<file path="src/rtl/rob_pkg.sv">
// Shared ROB definitions: entry count, tag type and the per-entry record.
// Result width comes from the global `XLEN define (32 unless set by the build).
// Imported by rob.sv.
`ifndef XLEN
`define XLEN 32
`endif

package rob_pkg;

  localparam int ROB_SZ    = 8;
  localparam int ROB_TAG_W = $clog2(ROB_SZ);
  localparam int REG_W     = 5;

  typedef logic [ROB_TAG_W-1:0] ROB_TAG;

  typedef struct packed {
    logic             valid;
    logic             ready;
    logic [REG_W-1:0] dest_reg;
    logic [`XLEN-1:0] value;
  } ROB_ENTRY;

endpackage

</file>
<file path="src/rtl/rob.sv">
// Reorder buffer: in-order allocate at tail, out-of-order CDB completion, in-order retire at head.
// Latency: dispatch and CDB writes take effect on the next edge; retire_valid is combinational from head.
// Backpressure: dispatch_ready drops when all entries are in use; a retire in that cycle does not free a slot.
//
// Ports:
//   clock, reset                     rising-edge clock, synchronous active-high reset
//   dispatch_valid/_dest_reg         allocate one entry; dispatch_ready/dispatch_tag report slot and tag
//   cdb_valid/_tag/_value            completion broadcast
//   flush                            discard all entries
//   retire_valid/_tag/_dest_reg/_value  head entry commit
//   count                            number of valid entries
// Optional feature: define ROB_RETIRE_BYPASS_EN to let a CDB write to a not-ready head retire in the same cycle.
module rob #(
  parameter int ROB_SZ = rob_pkg::ROB_SZ,
  localparam int TAG_W = $clog2(ROB_SZ),
  localparam int CNT_W = $clog2(ROB_SZ + 1)
) (
  input  logic             clock,
  input  logic             reset,
  input  logic             dispatch_valid,
  input  logic [4:0]       dispatch_dest_reg,
  output logic             dispatch_ready,
  output logic [TAG_W-1:0] dispatch_tag,
  input  logic             cdb_valid,
  input  logic [TAG_W-1:0] cdb_tag,
  input  logic [`XLEN-1:0] cdb_value,
  input  logic             flush,
  output logic             retire_valid,
  output logic [TAG_W-1:0] retire_tag,
  output logic [4:0]       retire_dest_reg,
  output logic [`XLEN-1:0] retire_value,
  output logic [CNT_W-1:0] count
);

  import rob_pkg::*;

  ROB_ENTRY         rob_q [ROB_SZ];
  ROB_ENTRY         rob_d [ROB_SZ];
  logic [TAG_W-1:0] head_q, head_d;
  logic [TAG_W-1:0] tail_q, tail_d;
  logic [CNT_W-1:0] count_q, count_d;

  ROB_ENTRY head_ent;
  logic     not_full;
  logic     accept;
  logic     cdb_hit;
  logic     bypass_hit;
  logic     retire;

  function automatic logic [TAG_W-1:0] ptr_inc(input logic [TAG_W-1:0] p);
    if (p == TAG_W'(ROB_SZ - 1)) return '0;
    return p + 1'b1;
  endfunction

  assign head_ent = rob_q[head_q];
  assign not_full = (count_q < CNT_W'(ROB_SZ));

  // During reset the block is about to be empty, so advertise a free slot.
  assign dispatch_ready = reset || not_full;
  assign dispatch_tag   = tail_q;
  assign accept         = dispatch_valid && not_full && !flush && !reset;

  // Only a valid, still-pending entry accepts a result; later writes cannot overwrite it.
  // A dispatch into the same slot wins: that slot is invalid beforehand, but guard it explicitly.
  assign cdb_hit = cdb_valid && rob_q[cdb_tag].valid && !rob_q[cdb_tag].ready
                   && !(accept && (cdb_tag == tail_q));

`ifdef ROB_RETIRE_BYPASS_EN
  assign bypass_hit = cdb_valid && head_ent.valid && !head_ent.ready && (cdb_tag == head_q);
`else
  assign bypass_hit = 1'b0;
`endif

  assign retire = !reset && !flush && head_ent.valid && (head_ent.ready || bypass_hit);

  assign retire_valid    = retire;
  assign retire_tag      = head_q;
  assign retire_dest_reg = head_ent.dest_reg;
  assign retire_value    = bypass_hit ? cdb_value : head_ent.value;
  assign count           = count_q;

  always_comb begin
    rob_d   = rob_q;
    head_d  = head_q;
    tail_d  = tail_q;
    count_d = count_q;

    if (flush) begin
      // Payloads are left in place; only validity matters after a flush.
      for (int i = 0; i < ROB_SZ; i++) rob_d[i].valid = 1'b0;
      head_d  = '0;
      tail_d  = '0;
      count_d = '0;
    end else begin
      if (cdb_hit) begin
        rob_d[cdb_tag].ready = 1'b1;
        rob_d[cdb_tag].value = cdb_value;
      end
      if (retire) begin
        rob_d[head_q].valid = 1'b0;
        head_d              = ptr_inc(head_q);
      end
      if (accept) begin
        rob_d[tail_q].valid    = 1'b1;
        rob_d[tail_q].ready    = 1'b0;
        rob_d[tail_q].dest_reg = dispatch_dest_reg;
        tail_d                 = ptr_inc(tail_q);
      end
      count_d = count_q + CNT_W'(accept) - CNT_W'(retire);
    end
  end

  always_ff @(posedge clock) begin
    if (reset) begin
      for (int i = 0; i < ROB_SZ; i++) rob_q[i] <= '0;
      head_q  <= '0;
      tail_q  <= '0;
      count_q <= '0;
    end else begin
      rob_q   <= rob_d;
      head_q  <= head_d;
      tail_q  <= tail_d;
      count_q <= count_d;
    end
  end

endmodule

</file>
<file path="config.mk">
export PLATFORM = sky130hd
export DESIGN_NAME = rob
export DESIGN_NICKNAME = d
export VERILOG_FILES = /design/src/rtl/rob_pkg.sv /design/src/rtl/rob.sv
export SDC_FILE = /design/constraint.sdc
export NUM_CORES = 1
export LEC_CHECK = 0
export CAP_MARGIN = 10
export CELL_PAD_IN_SITES_DETAIL_PLACEMENT = 0
export CELL_PAD_IN_SITES_GLOBAL_PLACEMENT = 2
export CORE_MARGIN = 2
export CORE_UTILIZATION = 40
export CTS_CLUSTER_DIAMETER = 30
export CTS_CLUSTER_SIZE = 16
export DETAILED_ROUTE_END_ITERATION = 8
export PLACE_DENSITY = 0.88
export SYNTH_ARGS = -nofsm -noshare
export SYNTH_HDL_FRONTEND = slang
export SYNTH_SLANG_ARGS = --single-unit
</file>
<file path="constraint.sdc">
create_clock -name clock -period 7.8 [get_ports clock]
set_input_delay 0.78 -clock clock [delete_from_list [all_inputs] [get_ports clock]]
set_output_delay 0.78 -clock clock [all_outputs]
set_load 0.01 [all_outputs]
</file>
==> results by group <==
GRT
  • Met2 Track Usage GR: 0.368
  • Overall global routing resource usage: 0.227
  • First-pass GRT wire length: 68900 um
  • GR Layer Usage met1: 0.308
  • Initial antenna violation count: 0
  • Number of global-route vias before repair: 11623
  • Met3 Track Usage GR: 0.0371
  • Largest net degree at the start of global routing: 225
  • Global route hottest layer: met2
  • GR Overflow Total: 0

Route
  • First-pass DRT Iterations: 5
  • Via Count: 11418
  • Vias per inst: 5.31
  • Post-DRT Antenna Nets: 0
  • Drt initial violations: 890
  • DRC Markers: 0
  • Post-Route WL: between 40000 and 50000 um
  • Post-DR wirelength/cell: 20.7 um

STA
  • Max-slew violation count: 0
  • Setup slack after layout: approximately 3.0 ns
  • Post-layout min period: 4.83 ns
  • RSZ-0062 raised after global routing: false
  • Fmax: 207 MHz
  • Worst clock skew: 0.0152 ns
  • Setup_tns: 0 ns
  • Measured slew at the worst slew-check pin: slightly above 1 ns
  • Final Hold Fails: 0
  • Finish-stage setup viols: 0
  • Tcrit/Tclk final: 0.619
  • Worst relative slew slack: 0.322

Cells and area
  • Ant diodes: 0
  • Layout area overhead: 26.1%
  • Share of cells above drive strength 1: 0.133
  • Nets: 1630
  • Fin util: 0.511

Worst setup path
  • Slowest-stage cell, CP: dfxtp_4
  • Family with the most delay on the worst path: buffers and inverters
  • WP data required: 7.02 ns
  • Setup crit end kind: primary output
  • Startpoint types: register
  • Worst Path Arrival: approximately 4.1 ns
  • Max incr delay on CP: 0.78 ns
  • Crit-path most repeated cell: buf_4
  • CP Cell Sequence: inv_1 -> buf_4 -> nor2_1 -> buf_4 -> a221oi_1 -> o21ai_0 -> clkdlybuf4s50_1
  • CP max FO: 38
  • Worst Path Buf+Inv: 4
  • Kind of critical path: register to primary output

Yosys
  • Number of synthesized register bits: 322
  • Sequential cell area fraction in the yosys report: 0.424
  • Avg Cell Area, Syn: 9.94 sq um
  • Post-Synth Simple-Gate Area: 0.189
  • Synth Flop Type: dfxtp_1
  • Yosys warns: 0
  • Asr flop ratio synth: 0
  • Commonest cells in the netlist: 322 x dfxtp_1, 309 x mux2i_1, 297 x nand2b_1, 77 x nand2_1, 70 x clkbuf_1
  • Synthesized-area fraction occupied by adder cells: 0.00789
  • Post-synth top area cell: dfxtp_1
  • Post-Syn Instances: 1531
  • Synthesized area: 15200 sq um
  • Post-synthesis mux area share: 0.239
  • XOR/XNOR share of the synthesized area: 0.00345
  • Netlist cell types: 55
  • Number of flops mapped to enable cells by yosys: 0
  • Top-area cell type share of the netlist area: 0.424
  • Synthesized net count: 1585
  • Synth top area cells: dfxtp_1 42%, mux2i_1 20%, nand2b_1 12%, mux4_2 2.4%, nand2_1 1.9%
  • Post-synthesis compound-gate area fraction: 0.0823
  • Top-count cell post-synth: dfxtp_1
  • Combinational family with the most area after synthesis: multiplexers

Placement
  • Input/output buffers: 93
  • GPL Wtd Cong: 0.733
  • Dpl hpwl: about 25000 um
  • Pre-CTS setup slack: 3.54 ns

Pwr
  • Worst VDD drop: 0.153 mV
  • P per Cell Area: between 200 and 300 nW/um^2
  • Leakage Power: just over 8 nW

Clock tree
  • Clock Sink Count: about 320
  • Hold-fix buffers at CTS: 0
  • Clk pin slew, worst setup/hold paths: ~0.04 ns
  • Clk Latency, worst-skew pair: 0.57 ns
  • CTS tree: built
  • Max Buffers Root-to-Sink: 3
  • H-tree depth: 3
  • Post-CTS sizing: 0
  • Root Buffer: clkbuf_16
  • Postcts setup bufs: 0
  • Total CTS buffers: 82

Die
  • Die Ht: 199 um
  • Die X: 199 um
  • Number of core rows: 71
  • Die ar.: between 30000 and 40000 sq um
  • Boundary Pins: 94
  • Starting density of the core: 0.405
  • Core Box Area: 37600 sq um

Worst hold path
  • Hold Crit Class: register to register

Flow run
  • # Max-Cap Violations: 0

Run status
  • Status: finished clean
## worst min-delay path, cell delays in order, from the launching register on
cell,delay [ns]
dfxtp_1,0.30
nand2_1,0.05
a21oi_1,0.05
## stage by stage
| stage | cells | total power, W | hold WS [ns] | area (sq um) |
|---|---|---|---|---|
| after floorplan | 1531 | 0.00177 | 0.432 | 15200 |
| after global routing | 2152 | 0.00559 | 0.468 | 19200 |
| after detailed placement | 2003 | 0.00181 | 0.448 | 16200 |
| after global placement | 2002 | 0.00181 | 0.442 | 16200 |
| after CTS | 2152 | 0.00547 | 0.453 | 19200 |
| final | 2152 | 0.00544 | 0.453 | 19200 |
## flip-flops by register name, summed over array words and instances, names as in the netlist
register      flops
dispatch_tag      3
retire_tag        3
rob_q           312
count             4
## worst paths after layout
path / startpoint / endpoint / cells past startpoint / slack [ns]
worst max register to register: retire_tag[0] / count[2] / 11 / 3.64
worst min register to register: rob_q[111] / rob_q[111] / 2 / 0.45
worst max-delay path: retire_tag[1] / retire_value[8] / 7 / 2.97
worst min-delay path: rob_q[111] / rob_q[111] / 2 / 0.45
## routing by layer
layer  vias to the layer above  share of wire
li1                       5411              -
met1                      5623           0.47
met2                       312           0.46
met4                         0          0.019
met3                        72          0.047
met5                         -              0
## layout make-up
cell class,instances,area (sq um)
Clock buffer,102,2300
Clock inverter,47,699
Fill cell,3360,18400
Inverter,17,63.8
Multi-Input combinational cell,1042,7960
Sequential cell,322,6450
Tap cell,511,639
Timing Repair Buffer,111,1080
## placed cells by master (no fill, tap or decap), types with 6 or more instances in the layout
cell,n
mux4_2,16
a22oi_1,31
a22o_1,9
clkinvlp_4,9
nor2_1,64
a221oi_1,24
inv_1,17
mux2i_1,309
clkinv_2,16
a31oi_1,12
clkdlybuf4s50_1,92
mux2_2,16
nand2_4,6
ha_1,8
nand3_1,10
clkbuf_1,6
clkbuf_8,11
and2_1,7
dfxtp_1,319
o21ai_0,26
buf_4,17
a221o_1,9
nor3_1,9
o221ai_1,11
nand2b_1,297
nand2_1,77
bufinv_16,17
clkbuf_16,85
a21oi_1,46
## cells by family (layout without fill, tap and decap cells)
| group | after synthesis | in the layout |
|---|---|---|
| multiplexers | 342 | 342 |
| XOR/XNOR | 6 | 6 |
| flip-flops | 322 | 322 |
| buffers and inverters | 167 | 277 |
| AND/OR/NAND/NOR | 504 | 504 |
| AO/OA/AOI/OAI | 181 | 181 |
| adder cells (fa/ha/maj) | 9 | 9 |
## where the power goes
group / internal, W / switching (W) / total (W) / leakage [nW]
Clock: 0.00263 / 0.00103 / 0.00366 / 1.46
Sequential: 0.00165 / 0.00000180 / 0.00165 / 2.59
Combinational: 0.0000579 / 0.0000667 / 0.000125 / 4.19
Total: 0.00434 / 0.00110 / 0.00544 / 8.24
(Power assumes the default switching activity.)
